### src/rtl/block_pe_gen.sv
// Elastic CGRA processing element: NUM_IN channels, one configurable
// ALU, feedback register and DEPTH-entry output FIFO.
module block_pe_gen #(
  parameter int WIDTH  = 32,
  parameter int NUM_IN = 4,
  parameter int DEPTH  = 4,
  localparam int SEL_W = $clog2(NUM_IN + 1),
  localparam int CFG_W = 2 * SEL_W + 3,
  localparam int CW    = $clog2(DEPTH + 1)
) (
  input  logic                    clk,
  input  logic                    reset,
  input  logic                    config_en,
  input  logic                    config_in,
  output logic                    config_out,
  input  logic [NUM_IN*WIDTH-1:0] in_data,
  input  logic [NUM_IN-1:0]       in_valid,
  output logic [NUM_IN-1:0]       in_ready,
  output logic [WIDTH-1:0]        out0,
  output logic                    out_valid,
  input  logic                    out_ready,
  output logic [CW-1:0]           fifo_count
);

  localparam int PW   = (DEPTH > 1) ? $clog2(DEPTH) : 1;
  localparam int SH_W = $clog2(WIDTH);

  typedef enum logic [2:0] {
    OP_ADD = 3'd0,
    OP_SUB = 3'd1,
    OP_MUL = 3'd2,
    OP_AND = 3'd3,
    OP_OR  = 3'd4,
    OP_XOR = 3'd5,
    OP_SHL = 3'd6,
    OP_ACC = 3'd7
  } op_e;

  logic [CFG_W-1:0] cfg;
  logic [SEL_W-1:0] src_a;
  logic [SEL_W-1:0] src_b;
  op_e              op;
  logic [WIDTH-1:0] fb;
  logic [WIDTH-1:0] mem [DEPTH];
  logic [PW-1:0]    rd_ptr;
  logic [PW-1:0]    wr_ptr;
  logic [WIDTH-1:0] a;
  logic [WIDTH-1:0] b;
  logic             va;
  logic             vb;
  logic [WIDTH-1:0] res;
  logic             is_acc;
  logic             pop;
  logic             space;
  logic             fire;

  assign src_a      = cfg[SEL_W-1:0];
  assign src_b      = cfg[2*SEL_W-1:SEL_W];
  assign op         = op_e'(cfg[CFG_W-1 -: 3]);
  assign is_acc     = (op == OP_ACC);
  assign config_out = cfg[0];
  assign out_valid  = (fifo_count != '0);
  assign out0       = mem[rd_ptr];
  assign pop        = out_valid && out_ready;
  assign space      = (fifo_count < CW'(DEPTH)) || pop;

  // Codes at or beyond NUM_IN fall through to fb, always valid.
  always_comb begin
    a  = fb;
    b  = fb;
    va = 1'b1;
    vb = 1'b1;
    for (int i = 0; i < NUM_IN; i++) begin
      if (src_a == SEL_W'(i)) begin
        a  = in_data[i*WIDTH +: WIDTH];
        va = in_valid[i];
      end
      if (src_b == SEL_W'(i)) begin
        b  = in_data[i*WIDTH +: WIDTH];
        vb = in_valid[i];
      end
    end
  end

  always_comb begin
    res = '0;
    unique case (op)
      OP_ADD:  res = a + b;
      OP_SUB:  res = a - b;
      OP_MUL:  res = a * b;
      OP_AND:  res = a & b;
      OP_OR:   res = a | b;
      OP_XOR:  res = a ^ b;
      OP_SHL:  res = a << b[SH_W-1:0];
      OP_ACC:  res = fb + a;
      default: res = '0;
    endcase
  end

  // Gating on reset keeps in_ready low while reset is held.
  assign fire = reset && !config_en && va &&
                (is_acc || vb) && space;

  always_comb begin
    in_ready = '0;
    for (int i = 0; i < NUM_IN; i++) begin
      in_ready[i] = fire &&
        ((src_a == SEL_W'(i)) ||
         (!is_acc && src_b == SEL_W'(i)));
    end
  end

  function automatic logic [PW-1:0] inc(
    input logic [PW-1:0] p
  );
    return (p == PW'(DEPTH - 1)) ? '0 : p + PW'(1);
  endfunction

  always_ff @(posedge clk or negedge reset) begin
    if (!reset) begin
      cfg        <= '0;
      fb         <= '0;
      rd_ptr     <= '0;
      wr_ptr     <= '0;
      fifo_count <= '0;
      for (int i = 0; i < DEPTH; i++) begin
        mem[i] <= '0;
      end
    end else begin
      if (config_en) begin
        cfg <= {config_in, cfg[CFG_W-1:1]};
      end
      if (fire) begin
        mem[wr_ptr] <= res;
        wr_ptr      <= inc(wr_ptr);
        fb          <= res;
      end
      if (pop) begin
        rd_ptr <= inc(rd_ptr);
      end
      if (fire && !pop) begin
        fifo_count <= fifo_count + CW'(1);
      end else if (!fire && pop) begin
        fifo_count <= fifo_count - CW'(1);
      end
    end
  end

endmodule

### config.mk
export PLATFORM = sky130hd
export DESIGN_NAME = block_pe_gen
export DESIGN_NICKNAME = d
export VERILOG_FILES = /design/src/rtl/block_pe_gen.sv
export SDC_FILE = /design/constraint.sdc
export NUM_CORES = 2
export LEC_CHECK = 0
export BUFFER_PORTS_ARGS = -buffer_cell sky130_fd_sc_hd__buf_2
export CORE_MARGIN = 1.5
export CORE_UTILIZATION = 40
export CTS_BUF_LIST = sky130_fd_sc_hd__clkbuf_8
export CTS_CLUSTER_DIAMETER = 30
export CTS_CLUSTER_SIZE = 20
export DETAILED_ROUTE_END_ITERATION = 8
export PLACE_DENSITY = 0.57
export SLEW_MARGIN = 20
export SYNTH_ARGS = -nofsm -noshare
export SYNTH_HDL_FRONTEND = slang
export SYNTH_SLANG_ARGS = --single-unit
### constraint.sdc
create_clock -name clk -period 18.8 [get_ports clk]
set_input_delay 0.94 -clock clk [delete_from_list [all_inputs] [get_ports clk]]
set_output_delay 0.94 -clock clk [all_outputs]
set_load 0.1 [all_outputs]
==> metrics.cfg <==
[global_routing]
track_usage = 0.318
grt_antenna_before_repair = 1
grt_pass1_vias = 28000
grt_max_degree = 79
grt_pass1_wl_um = 184000
grt-ovfl-total = 0

[worst_setup_path]
critPathLaunch = cfg[1]
cp_common_cell = fa_1
arrival_ns = 10.89
cp.required_ns = 19.12
crit_slowest_cell = a31oi_1
timing.rr.start = cfg[1]
endpoint_kind = flip-flop
critPathKind = flip-flop to flip-flop
critPathMaxStageDelay_ns = 0.78
cp_max_fo = 34
worstSetupStartpointType = flip-flop

[die]
fp.dieH_um = 281
dieWidth_um = 281
rows = 101
ios = 178
coreArea_um2 = 76300
start_util = 0.406
die-area_um2 = 79200

[synth]
synth_fp_nets = 4417
synthTopCellsByArea = fa_1 (26%), dfrtp_1 (14%), ha_1 (9.1%)
yosysTopAreaCell = fa_1
synthArstFlopShare = 1.00
netlist_instances = 3644
yosysTopAreaCellShare = 0.265
ys_warn_count = 0
netlist_area_um2 = 31000
synth_top_flop_cell = dfrtp_1
synth-edff-count = 0
synth_cell_types = 99
synth_area_per_cell_um2 = 8.51
yosys_register_bits = 176
seq_area_frac_synth = 0.142

[sta]
slew_headroom = 0.199
fin_worst_skew_ns = 0.0156
tightest_slew_ns = 1.20
slew_viol_final = 0
rsz0062_at_grt = no
finalHoldViolCount = 0
max_freq_mhz = 94.6
worst_slack_ns = 8.23
finalSetupViolCount = 0
fin_crit_sh = 0.562
tns_ns = 0
period_needed_ns = 10.57

[detailed_routing]
drt-initial-drc-count = 2953
vias = 28000
post_drt_wl_per_cell_um = 26.3
vias_per_cell = 5.89
drc = 5
drt_wl_total_um = 125000
antenna_left = 0
dr.pass1.iters = 9

[clock_tree]
tritoncts = yes
clk_latency_ns = 0.49
cts.sinks = 176
ctsHoldBuffers = 0
cts_max_path_buffers = 2
postCtsResizedCells = 0
cts_buffers = 17
cts_root_buf = clkbuf_8
postCtsSetupBuffers = 0
h-tree-depth = 4
clkSlewWorstSetupHoldPaths_ns = 0.10

[cells_and_area]
ff_latch_area_um2 = 4410
drive_gt1_frac = 0.131
nNetsFinal = 4479
fill_cells = 7853
final_cell_mix = nor2_1 (505), nand2_1 (456), inv_1 (444), fa_1 (410), ha_1 (226)
multi_input_area_um2 = 24000
layout_commonest_cell = nor2_1
syn_to_final_growth_pct = 7.68

[status]
violations = DRC
status = finished with violations

[place]
place_ws_ns = 8.49
port_buffers = 177
dp_hpwl_um = 95200
gp_congestion = 1.02

[min_path]
holdCritPathClass = input pin to asynchronous set/reset pin

[job]
drv_cap = 0

==> worst paths after layout <==
path                       endpoint  slack [ns]  cells past startpoint
max                         mem[89]        8.23                     33
min                          mem[0]        0.33                      1
max reg2reg                 mem[89]        8.23                     33
min reg2reg                 mem[46]        0.48                      2
max in group asynchronous    cfg[0]       16.66                      3
min in group clk            mem[46]        0.48                      2
==> logic make-up (layout without fill, tap and decap cells) <==
family,after synthesis,count (layout),synth area share
simple gates,1142,1142,0.152
compound gates,706,706,0.147
buf+inv,693,768,0.0881
fa+ha+maj,636,636,0.356
mux,192,192,0.0844
flops,176,176,0.142
xor+xnor,99,99,0.0302
other cells,0,3,0
==> final cells by class <==
class                           count  share of cell area
Multi-Input combinational cell   2775               0.718
Sequential cell                   176               0.132
Inverter                          469              0.0529
Timing Repair Buffer              267              0.0471
Tap cell                         1030              0.0386
Clock buffer                       18             0.00742
Clock inverter                     14             0.00371
Antenna cell                        3            0.000225
==> metal layers <==
layer  GRT usage  part of all wire  up-vias
li1            -                 -    12200
met1       0.419              0.40    14000
met5           0                 0        -
met4       0.163             0.059        0
met3      0.0600             0.092      339
met2       0.498              0.45     1443
==> state kept, by name, indices dropped and copies added (netlist names) <==
| signal | flops |
|---|---|
| fifo_count | 3 |
| wr_ptr | 2 |
| mem | 128 |
| fb | 32 |
| cfg | 9 |
| rd_ptr | 2 |
==> Yosys cell counts, drive strengths merged (22+ instances only) <==
master / instances
xnor2: 76
mux2i: 81
dfrtp: 176
inv: 458
clkbuf: 151
o21ai: 208
mux2: 64
nand2: 461
a21oi: 167
a21o: 42
o31ai: 22
mux4: 47
o22ai: 59
buf: 73
nor3: 30
nand3: 31
nor2: 509
ha: 226
fa: 410
==> critical path: cells and delay by family (launching register included) <==
family	cells	cell delay, ns
DFF	1	0.69
AOI/OAI and AO/OA	10	2.94
adders and majority gates	9	3.92
and+or+nand+nor	5	1.07
buffers and inverters	9	1.71
==> through the flow <==
step | hold WS, ns | instance area, um2 | std cells | utilization
finish | 0.334 | 33400 | 4752 | 0.437
detailed placement | 0.464 | 33000 | 4717 | 0.432
floorplan | 0.441 | 31000 | 3644 | -
CTS | 0.318 | 33400 | 4749 | 0.437
global route | 0.334 | 33400 | 4749 | 0.437
global placement | 0.453 | 33000 | 4717 | 0.432
Power is left out: the tool's default activity adds up to more than one toggle a clock period on the data nets, which glitch-free logic cannot reach.
